==> src/rtl/sym_mapper_upsample.sv <==
// rtl/sym_mapper_upsample.sv - 4-ASK Gray symbol mapper with 4x zero-stuffed upsampling
module sym_mapper_upsample #(
    parameter int WIDTH   = 22,
    parameter int OUT_W   = 18,
    parameter int LEVEL_A = 32768
) (
    input  logic                    clk,
    input  logic                    reset,
    input  logic                    sam_clk_en,
    input  logic                    sym_clk_en,
    input  logic                    load,
    input  logic [WIDTH-1:0]        lfsr_in,
    output logic signed [OUT_W-1:0] sym_out,
    output logic [1:0]              sym_idx,
    output logic [1:0]              phase,
    output logic [WIDTH-1:0]        sym_count,
    output logic                    wrap,
    output logic                    sync_err
);

    typedef enum logic {
        ST_IDLE = 1'b0,
        ST_RUN  = 1'b1
    } state_t;

    // Outer level is built directly at OUT_W bits so it cannot wrap for legal LEVEL_A.
    localparam logic signed [OUT_W-1:0] LVL_P1 = OUT_W'(LEVEL_A);
    localparam logic signed [OUT_W-1:0] LVL_P3 = OUT_W'(3 * LEVEL_A);
    localparam logic signed [OUT_W-1:0] LVL_N1 = -LVL_P1;
    localparam logic signed [OUT_W-1:0] LVL_N3 = -LVL_P3;

    // Last count value before wrapping: 2^WIDTH-2, the LFSR period minus one.
    localparam logic [WIDTH-1:0] CNT_LAST = {{(WIDTH-1){1'b1}}, 1'b0};

    state_t                    state_q, state_d;
    logic signed [OUT_W-1:0]   sym_out_q, sym_out_d;
    logic [1:0]                sym_idx_q, sym_idx_d;
    logic [1:0]                phase_q, phase_d;
    logic [WIDTH-1:0]          cnt_q, cnt_d;
    logic                      wrap_q, wrap_d;
    logic                      err_q, err_d;
    logic signed [OUT_W-1:0]   level;
    logic                      sym_edge;

    // Only the two LSBs choose the symbol; the rest of the LFSR word is ignored.
    logic unused_lfsr_hi;
    assign unused_lfsr_hi = ^lfsr_in[WIDTH-1:2];

    assign sym_edge = sam_clk_en & sym_clk_en;

    // Gray-coded 4-ASK level for the current LFSR symbol bits.
    always_comb begin
        level = LVL_N3;
        case (lfsr_in[1:0])
            2'b00:   level = LVL_N3;
            2'b01:   level = LVL_N1;
            2'b11:   level = LVL_P1;
            default: level = LVL_P3;
        endcase
    end

    // Next-state and output logic: load wins, then symbol edges, then sample edges.
    always_comb begin
        state_d   = state_q;
        sym_out_d = sym_out_q;
        sym_idx_d = sym_idx_q;
        phase_d   = phase_q;
        cnt_d     = cnt_q;
        wrap_d    = 1'b0;
        err_d     = err_q;

        // Symbol enable without a sample enable, or a fifth sample in one symbol.
        if (sym_clk_en && !sam_clk_en) begin
            err_d = 1'b1;
        end
        if ((state_q == ST_RUN) && sam_clk_en && !sym_clk_en && (phase_q == 2'd3)) begin
            err_d = 1'b1;
        end

        if (load) begin
            state_d   = ST_IDLE;
            sym_out_d = '0;
            sym_idx_d = 2'd0;
            phase_d   = 2'd0;
            cnt_d     = '0;
        end else if (sym_edge) begin
            state_d   = ST_RUN;
            sym_out_d = level;
            sym_idx_d = lfsr_in[1:0];
            phase_d   = 2'd0;
            if (state_q == ST_IDLE) begin
                cnt_d = '0;
            end else if (cnt_q == CNT_LAST) begin
                cnt_d  = '0;
                wrap_d = 1'b1;
            end else begin
                cnt_d = cnt_q + WIDTH'(1);
            end
        end else if ((state_q == ST_RUN) && sam_clk_en) begin
            sym_out_d = '0;
            if (phase_q != 2'd3) begin
                phase_d = phase_q + 2'd1;
            end
        end
    end

    // State and output registers; reset clears everything including the sticky error.
    always_ff @(posedge clk or negedge reset) begin
        if (!reset) begin
            state_q   <= ST_IDLE;
            sym_out_q <= '0;
            sym_idx_q <= 2'd0;
            phase_q   <= 2'd0;
            cnt_q     <= '0;
            wrap_q    <= 1'b0;
            err_q     <= 1'b0;
        end else begin
            state_q   <= state_d;
            sym_out_q <= sym_out_d;
            sym_idx_q <= sym_idx_d;
            phase_q   <= phase_d;
            cnt_q     <= cnt_d;
            wrap_q    <= wrap_d;
            err_q     <= err_d;
        end
    end

    assign sym_out   = sym_out_q;
    assign sym_idx   = sym_idx_q;
    assign phase     = phase_q;
    assign sym_count = cnt_q;
    assign wrap      = wrap_q;
    assign sync_err  = err_q;

endmodule
==> config.mk <==
export PLATFORM = sky130hd
export DESIGN_NAME = sym_mapper_upsample
export DESIGN_NICKNAME = d
export VERILOG_FILES = /design/src/rtl/sym_mapper_upsample.sv
export SDC_FILE = /design/constraint.sdc
export NUM_CORES = 1
export LEC_CHECK = 0
export BUFFER_PORTS_ARGS = -buffer_cell sky130_fd_sc_hd__buf_4
export CAP_MARGIN = 20
export CORE_MARGIN = 2
export CORE_UTILIZATION = 49
export DETAILED_ROUTE_END_ITERATION = 10
export PLACE_DENSITY = 0.88
export SLEW_MARGIN = 20
export SYNTH_ARGS = -nofsm -noshare
export SYNTH_HDL_FRONTEND = slang
export SYNTH_SLANG_ARGS = --single-unit
==> constraint.sdc <==
create_clock -name clk -period 2.2 [get_ports clk]
set_input_delay 0.11 -clock clk [delete_from_list [all_inputs] [get_ports clk]]
set_output_delay 0.11 -clock clk [all_outputs]
set_load 0.005 [all_outputs]
# Word-level counts from Yosys, hierarchy flattened
# Index checks and enable logic that the tools add are counted.
# W data, S select, Z words.
op_classes:
  bitwise_logic: 1
  n_eq_ne: 5
  shift: 0
  n_reduce_logical: 12
  mux: 22
  div_mod_pow: 0
  magnitude_cmp: 0
  n_mul: 0
  add_sub_neg: 2
op_table:
  columns: ["operator", "count"]
  rows:
  - ["$mux W22", 4]
  - ["$mux W18", 3]
  - ["$pmux W18 S3", 1]
  - ["$add A22 B1 Y22 const B", 1]
  - ["$eq A22 B22 Y1 const B", 1]
  - ["$mux W2", 6]
  - ["$mux W1", 8]
  - ["$reduce_bool A3 Y1", 2]
  - ["$eq A2 B2 Y1 const B", 2]
  - ["$logic_and A1 B1 Y1", 4]
  - ["$reduce_bool A2 Y1", 2]
  - ["$add A2 B1 Y2 const B", 1]
  - ["$eq A2 B1 Y1 const B", 1]
  - ["$logic_not A1 Y1", 2]
  - ["$logic_not A2 Y1", 1]
  - ["$ne A2 B2 Y1 const B", 1]
  - ["$reduce_and A2 Y1", 1]
  - ["$and A1 B1 Y1", 1]
word_totals:
  output_inout_bits: 46
  memories: 0
  mem_bits_ro: 0
  elab_cells: 49
  latchBits: 0
  reg_bits: 47
  mem_bits_rw: 0

# Depth between registers and ports, before layout
# Gate-level depths: netlist (run 1).
depth:
  word_depth: 5
  ltp_mapped: 8
  depth_no_buf: 7

# Worst setup path after synthesis (run 1)
# Ideal clock, no wire load.
synth_timing:
  path_type: "register -> register"
  startpoint: "reg cnt_q[0], in the netlist sym_count[0]"
  endpoint: "reg cnt_q[8], in the netlist sym_count[8]"
  path_slack_ns: 0.417
  setup_time_ns: 0.118
  arrival_time_ns: 1.665
  t_required_ns: 2.082
  stages_incl_launch_ff: 9
  path_cell_list: "dfrtp_1 -> inv_1 -> ha_1 -> nand3_1 -> nor4_4 -> a21o_2 -> buf_4 -> o21ai_0 -> a21o_1"
synth_via:
  elab_chain_cells: 5
  word_cells_on_any_way: 6
  classes_between: "add/sub: 1; eq/ne: 1; mux: 4"
synth_lines:
  columns: ["item", "line_no", "source"]
  rows:
  - ["start, declared", "39", "logic [WIDTH-1:0] cnt_q, cnt_d;"]
  - ["start signal, assigned", "122", "cnt_q <= cnt_d;"]
  - ["$add A22 B1 Y22 or $eq A22 B22 Y1 (tied branches)", "97, 93", null]
  - ["$mux W22 *", "93", "end else if (cnt_q == CNT_LAST) begin"]
  - ["$mux W22 *", "91", "if (state_q == ST_IDLE) begin"]
  - ["$mux W22 *", "86", "end else if (sym_edge) begin"]
  - ["$mux W22 *", "80", "if (load) begin"]
# Mark *: on every way between the ends. The rest lies on a longest branch, timed or not. The select of a mux whose other input is x is not followed.
# A chain may end at the register's enable or synchronous reset.

# Worst setup path after layout (run 1)
layout_timing:
  startpoint: "reg cnt_q[1], in the netlist sym_count[1]"
  endpoint: "reg cnt_q[5], in the netlist sym_count[5]"
# Same word-level chain as after synthesis.

==> flow_summary_export.csv, run 1 <==
group,metric,value,unit
run_status,status,"complete, no violations",
synthesis,ys.warnings.count,0,
floorplan,fp.dieW,66.3,um
min_path,hold_path.startpoint,"sym_clk_en",
floorplan,placeableCoreArea,3690,um^2
synthesis,post_synth_top_area_cell,"sky130_fd_sc_hd__dfrtp_1",
synthesis,synth_enable_flop_cells,0,
min_path,worst_hold_path_type,"in -> reg",
setup_path,reg2reg_setup_slack,0.24,ns
setup_path,cp-startpoint,"sym_count[1]$_DFFE_PN0N_",
sta,hold_violations,0,
setup_path,crit-reg2reg-capture,"sym_count[5]$_DFFE_PN0N_",
sta,timing.final.ws_setup,0.237,ns
power_and_ir_drop,peakVddDrop,0.418,mV
cells_and_area,syn2layout_area_growth,20.0,%
sta,period_minus_slack,1.96,ns
clock_network,post-cts-setup-buffer-count,0,
sta,setup_violations,0,
synthesis,top_count_cell_post_synth,"sky130_fd_sc_hd__dfrtp_1",
synthesis,syn_avg_cell_area,9.14,um^2
clock_network,h_tree_depth,2,
synthesis,unique_cell_type_count_in_the_yosys_netlist,38,
setup_path,cp-end-kind,"flip-flop",
clock_network,post_cts_resized,0,
setup_path,path_cells,"ha_1 -> nand3_1 -> nor4_4 -> a21o_2 -> o21ai_0 -> a22o_1",
synthesis,synth-main-ff-cell,"sky130_fd_sc_hd__dfrtp_1",
setup_path,crit_path_largest_cell_delay,0.46,ns
floorplan,floorplan.die_area,4390,um^2
synthesis,synthesis.area,1900,um^2
sta,rsz0062_at_grt,"false",
detailed_routing,postRouteWirelength,4040,um
sta,final_min_period_over_clock_period,89.2,%
sta,maxSlewViolCount,0,
clock_network,number_of_buffers_inserted_during_clock_tree_synthesis,5,
sta,final.hold.worst_slack,0.0238,ns
place,area_after_dpl,2180,um^2
detailed_routing,dr_total_vias,1627,
synthesis,yosys-top-cells-area,"sky130_fd_sc_hd__dfrtp_1 42%, sky130_fd_sc_hd__buf_4 6.3%, sky130_fd_sc_hd__a21o_1 4.7%",
setup_path,r2r.worst_path.cells,6,
global_route,first_pass_grt_wire_length,6780,um
clock_network,clock_pin_slew_of_the_registers_on_the_worst_case_setup_and_hold_paths,0.07,ns
global_route,globalRouteOverflowTotal,0,
place,port-buffer-count,37,
clock_network,tritoncts_clock_tree,"built",
clock_network,worst_skew_pair.late_latency,0.29,ns
synthesis,postSynth.asyncResetShare,100,%
cells_and_area,nets,282,
flow_run,maxCapViolations,0,
cells_and_area,final.fill_count,334,
synthesis,netlist_instances,208,
cells_and_area,stdcell_area,2280,um^2
place,gp_routability_congestion,0.803,
place,place_ws,0.260,ns
detailed_routing,wl_per_cell,13.6,um
sta,maxClockFrequency,509,MHz
detailed_routing,drc,0,
setup_path,worstPathRequired,2.39,ns
synthesis,synthTopCellsByCount,"32 x sky130_fd_sc_hd__dfrtp_1, 16 x sky130_fd_sc_hd__buf_4, 16 x sky130_fd_sc_hd__nand2_1, 16 x sky130_fd_sc_hd__nor2_1",
setup_path,critPathSlowestCell,"sky130_fd_sc_hd__dfrtp_1",
setup_path,worst-endpoint-arrival,2.15,ns
cells_and_area,post_route_cells_drive_above_1_share,23.2,%
setup_path,worstReg2RegStart,"sym_count[1]$_DFFE_PN0N_",
setup_path,setup.worst_path.start_class,"flip-flop",
detailed_routing,drt_iter0_drc,68,
sta,worstMarginPinSlew,0.523,ns
place,place.detailed.hpwl,2900,um
sta,timing.clock.skew,0.00352,ns
floorplan,floorplan.initialDensity,51.5,%
setup_path,capturing_element_of_the_worst_setup_path,"sym_count[5]$_DFFE_PN0N_",
cells_and_area,num_antenna_cells,0,
floorplan,num_io_pins,73,
setup_path,timing.critical_path.fanout_max,16,
global_route,antenna_found_initial,0,
synthesis,synth-seq-cells,32,
detailed_routing,drt_pass_1_iters,6,
synthesis,yosys.area.top_type_share,42.1,%
global_route,via_count_of_the_first_global_routing_pass,1467,
power_and_ir_drop,power.static_leakage,1.17,nW
global_route,gr-usage-all-layers,20.4,%
sta,relSlewSlack,65.0,%
clock_network,clockBufferDepth,2,
synthesis,seq_area_frac_synth,42.1,%
global_route,grt_start_max_net_pins,33,
clock_network,numClockSinks,32,
floorplan,placementRows,22,
power_and_ir_drop,powerDensity,513,nW/um^2
detailed_routing,viasPerCell,5.46,
setup_path,crit_type,"reg -> reg",
clock_network,clockRootBuffer,"sky130_fd_sc_hd__clkbuf_8",
detailed_routing,route.antenna.remaining_nets,0,
clock_network,cts-hold-fix-buffers,1,
sta,final.setup.tns,0,ns
floorplan,die_y,66.3,um
## kinds of logic (layout without fill, tap and decap cells)
group | after synthesis | count (layout) | synth area share [%]
AND/OR/NAND/NOR | 84 | 84 | 25.5
AO/OA/AOI/OAI | 49 | 49 | 16.2
flip-flops | 32 | 32 | 42.1
buffers and inverters | 31 | 59 | 9.48
adder cells (fa/ha/maj) | 6 | 6 | 3.95
multiplexers | 4 | 4 | 2.11
other | 1 | 15 | 0.197
XOR/XNOR | 1 | 1 | 0.461
## final cells by class
class                           count  area (um^2)  area share [%]
Clock buffer                        6         82.6            3.62
Tap cell                           48         60.1            2.63
Inverter                            8         30.0            1.32
Sequential cell                    32          801            35.1
Multi-Input combinational cell    159          972            42.6
Timing Repair Buffer               43          325            14.3
Clock inverter                      2         10.0           0.439
## worst min-delay path by stage
stage,end,cells after the start
floorplan,phase[0]$_DFFE_PN0P_,0
detailed placement,sym_count[21]$_DFFE_PN0N_,1
finish,sync_err$_DFFE_PN0P_,2
global placement,sym_count[21]$_DFFE_PN0N_,1
global route,sym_idx[1]$_DFFE_PN0N_,2
CTS,sync_err$_DFFE_PN0P_,2
## critical path: cells and delay by family (launching register included)
kind | cells | cell delay, ns
DFF | 1 | 0.46
AOI/OAI and AO/OA | 3 | 0.73
and+or+nand+nor | 2 | 0.45
adders and majority gates | 1 | 0.21
## state kept, by name, indices dropped and copies added (netlist names)
signal     flops
sym_count     22
state_q        1
sync_err       1
phase          2
wrap           1
sym_idx        2
sym_out        3
## layer usage
layer	global-route usage [%]	wire length, um	up-vias
met1	27.6	1850	764
met5	0	0	-
met3	4.60	230	8
met2	30.6	1880	56
li1	-	-	799
met4	10.2	87	0
## per-stage QoR
step | utilization, % | power, W | std cells
final | 61.8 | 0.00117 | 298
after global routing | 61.8 | 0.00122 | 298
after CTS | 61.8 | 0.00118 | 298
after detailed placement | 59.1 | 0.000707 | 289
after global placement | 59.1 | 0.000703 | 289
after floorplan | - | 0.000682 | 222
## layout by cell type, fill, tap and decap left out, types with 2 or more instances in the layout
| cell type | n |
|---|---|
| sky130_fd_sc_hd__a22oi_1 | 2 |
| sky130_fd_sc_hd__nand3_1 | 14 |
| sky130_fd_sc_hd__nor4_4 | 2 |
| sky130_fd_sc_hd__mux2i_1 | 4 |
| sky130_fd_sc_hd__and2_1 | 2 |
| sky130_fd_sc_hd__or3_1 | 4 |
| sky130_fd_sc_hd__buf_4 | 42 |
| sky130_fd_sc_hd__nand4_1 | 8 |
| sky130_fd_sc_hd__nor4_1 | 3 |
| sky130_fd_sc_hd__dfrtp_1 | 32 |
| sky130_fd_sc_hd__clkinv_2 | 2 |
| sky130_fd_sc_hd__conb_1 | 15 |
| sky130_fd_sc_hd__ha_1 | 6 |
| sky130_fd_sc_hd__a22o_1 | 2 |
| sky130_fd_sc_hd__a21o_1 | 12 |
| sky130_fd_sc_hd__a31oi_1 | 3 |
| sky130_fd_sc_hd__inv_1 | 8 |
| sky130_fd_sc_hd__o21ai_0 | 11 |
| sky130_fd_sc_hd__clkbuf_8 | 6 |
| sky130_fd_sc_hd__nor2_1 | 16 |
| sky130_fd_sc_hd__a21oi_1 | 14 |
| sky130_fd_sc_hd__nor3_1 | 8 |
| sky130_fd_sc_hd__nand2_1 | 16 |
| sky130_fd_sc_hd__nand2b_1 | 3 |
## where the power goes
part	switching, W	internal, W
registers	0.00000538	0.000595
logic	0.0000590	0.0000368
clock network	0.000225	0.000249
total	0.000289	0.000881
(Power assumes the default switching activity.)
==> inputs of run 2 (changes only) <==
CTS_CLUSTER_DIAMETER = 200   (was default)
clock period = 2.19 ns   (was 2.2 ns; I/O delays follow)
==> run 2 against run 1 <==
Net effect: critical path depth unchanged; via count is 1.8% higher; wire length up 2.8%; total power is 0.48% lower; sequential share of layout area about the same; clock skew rose by 0.0010 ns; flip-flop and latch count stayed put; count of clock-buffer cells in the layout grew 2; first-iteration DRC count up 62%; maximum frequency rose by 1.8%; worst setup slack better by 0.024 ns; register-to-register slack improved by 0.02 ns.
==> flow_summary_export.csv, run 2 (synthesis results as in run 1) <==
group,metric,value,unit
floorplan,floorplan.die_area,4390,um^2
cells_and_area,final_util,61.8,%
setup_path,worstPathRequired,2.37,ns
detailed_routing,viasPerCell,5.56,
detailed_routing,postRouteWirelength,4150,um
power_and_ir_drop,switching_power,0.000274,W
setup_path,setup.worst_path.start_class,"flip-flop",
setup_path,worstReg2RegStart,"sym_count[1]$_DFFE_PN0N_",
power_and_ir_drop,clockPowerShare,39.9,%
detailed_routing,drt_iter0_drc,110,
floorplan,num_io_pins,73,
floorplan,floorplan.initialDensity,51.5,%
power_and_ir_drop,p_int,0.000891,W
global_route,first_pass_grt_wire_length,6770,um
power_and_ir_drop,comb_power_share,8.3,%
sta,maxSlewViolCount,0,
floorplan,die_y,66.3,um
cells_and_area,nets,282,
clock_network,post-cts-setup-buffer-count,0,
clock_network,tritoncts_clock_tree,"built",
cells_and_area,layout.cells.most_common,"sky130_fd_sc_hd__buf_4",
floorplan,placeableCoreArea,3690,um^2
floorplan,fp.dieW,66.3,um
clock_network,number_of_buffers_inserted_during_clock_tree_synthesis,5,
setup_path,reg2reg_setup_slack,0.26,ns
setup_path,crit_type,"reg -> reg",
place,gp_routability_congestion,0.805,
detailed_routing,drt_pass_1_iters,4,
sta,period_minus_slack,1.93,ns
setup_path,cp-end-kind,"flip-flop",
detailed_routing,route.antenna.remaining_nets,0,
power_and_ir_drop,peakVddDrop,0.301,mV
detailed_routing,dr_total_vias,1657,
clock_network,numClockSinks,32,
flow_run,maxCapViolations,0,
detailed_routing,met2_wl,1970,um
setup_path,cp-startpoint,"sym_count[1]$_DFFE_PN0N_",
sta,final_min_period_over_clock_period,88.1,%
min_path,worst_hold_path_type,"in -> reg",
global_route,antenna_found_initial,0,
power_and_ir_drop,switching_fraction_of_total_power,23.5,%
floorplan,placementRows,22,
global_route,gr-usage-all-layers,20.4,%
detailed_routing,m1WireLength,1810,um
detailed_routing,routed-wl-met3,299,um
clock_network,clock_pin_slew_of_the_registers_on_the_worst_case_setup_and_hold_paths,0.07,ns
global_route,grt_start_max_net_pins,33,
sta,relSlewSlack,64.1,%
clock_network,clockBufferDepth,2,
power_and_ir_drop,share_seq_of_total_power,51.8,%
power_and_ir_drop,power.static_leakage,1.16,nW
global_route,globalRouteOverflowTotal,0,
setup_path,r2r.worst_path.cells,6,
sta,rsz0062_at_grt,"false",
sta,worstMarginPinSlew,0.537,ns
setup_path,capturing_element_of_the_worst_setup_path,"sym_count[5]$_DFFE_PN0N_",
cells_and_area,final.fill_count,324,
cells_and_area,most-common-layout-cells,"42 x sky130_fd_sc_hd__buf_4, 32 x sky130_fd_sc_hd__dfrtp_1, 16 x sky130_fd_sc_hd__nor2_1, 16 x sky130_fd_sc_hd__nand2_1, 15 x sky130_fd_sc_hd__conb_1",
cells_and_area,syn2layout_area_growth,19.9,%
setup_path,timing.critical_path.fanout_max,16,
place,place.detailed.hpwl,3000,um
clock_network,clockRootBuffer,"sky130_fd_sc_hd__clkbuf_8",
power_and_ir_drop,powerDensity,511,nW/um^2
cells_and_area,largest_register_ffs,22,
run_status,status,"complete, no violations",
cells_and_area,multi_input_gate_area_in_the_final_layout,972,um^2
sta,maxClockFrequency,518,MHz
clock_network,worst_skew_pair.late_latency,0.28,ns
cells_and_area,post_route_cells_drive_above_1_share,22.4,%
global_route,via_count_of_the_first_global_routing_pass,1503,
sta,hold_violations,0,
setup_path,worst-endpoint-arrival,2.11,ns
min_path,hold_path.startpoint,"sym_clk_en",
detailed_routing,wl_per_cell,13.9,um
sta,final.setup.tns,0,ns
clock_network,h_tree_depth,2,
detailed_routing,dr.max_layer_used,"met4",
sta,setup_violations,0,
detailed_routing,drc,0,
setup_path,crit-reg2reg-capture,"sym_count[5]$_DFFE_PN0N_",
cells_and_area,num_antenna_cells,0,
place,port-buffer-count,37,
cells_and_area,sequential_cell_area,801,um^2
sta,timing.clock.skew,0.00455,ns
[run 2: cell count changes in the layout (fill, tap and decap cells not counted)]
cell,previous run,this run
sky130_fd_sc_hd__clkbuf_1,0,2
sky130_fd_sc_hd__clkinv_2,2,0
[run 2: how the worst min path moves through the flow]
| stage | endpoint | slack (ns) | cells after the start |
|---|---|---|---|
| global placement | sym_count[21]$_DFFE_PN0N_ | 0.07 | 1 |
| floorplan | phase[0]$_DFFE_PN0P_ | -0.19 | 0 |
| finish | sync_err$_DFFE_PN0P_ | 0.03 | 2 |
| CTS | sync_err$_DFFE_PN0P_ | 0.02 | 2 |
| global route | sync_err$_DFFE_PN0P_ | 0.05 | 2 |
| detailed placement | sym_count[21]$_DFFE_PN0N_ | 0.07 | 1 |
[run 2: power groups by stage]
stage	Sequential (W)	Clock [W]	Combinational, W
after floorplan	0.000615	0	0.0000701
after global placement	0.000614	0	0.0000920
after detailed placement	0.000614	0	0.0000954
after CTS	0.000603	0.000479	0.0000971
after global routing	0.000604	0.000500	0.000111
final	0.000604	0.000465	0.0000964
[run 2: final cells by class]
type                    instances  share of cell area, %
multi-input cells             159                   42.7
flip-flops and latches         32                   35.1
repair buffers                 43                   14.3
clock buffers                   8                   3.95
well taps                      48                   2.64
inverters                       8                   1.32
[run 2: metrics by stage]
step           instance area [um^2]  setup slack (ns)  power (W)  hold slack [ns]  cells
4_1_cts                        2280             0.236    0.00118           0.0247    298
3_5_place_dp                   2180             0.245   0.000710           0.0687    289
3_3_place_gp                   2180             0.271   0.000706           0.0704    289
6_report                       2280             0.261    0.00117           0.0315    298
2_1_floorplan                  1950             0.407   0.000685           -0.186    222
5_1_grt                        2280             0.102    0.00122           0.0455    298
[run 2: critical path, cell delays in order, from the launching register on]
cell and delay [ns]:
sky130_fd_sc_hd__dfrtp_1 0.45, sky130_fd_sc_hd__ha_1 0.19, sky130_fd_sc_hd__nand3_1 0.12, sky130_fd_sc_hd__nor4_4 0.34, sky130_fd_sc_hd__a21o_2 0.36, sky130_fd_sc_hd__o21ai_0 0.12, sky130_fd_sc_hd__a22o_1 0.25
[run 2: timing repair]
item	CTS	global route
gates resized for setup	0	0
hold buffers	1	0
hold endpoints to repair	32	0
[run 2: routing by layer]
layer  up-vias  GRT usage, %
met1       785          27.0
met4         0          10.5
met3         5          3.41
met2        72          32.1
met5         -             0
li1        795             -
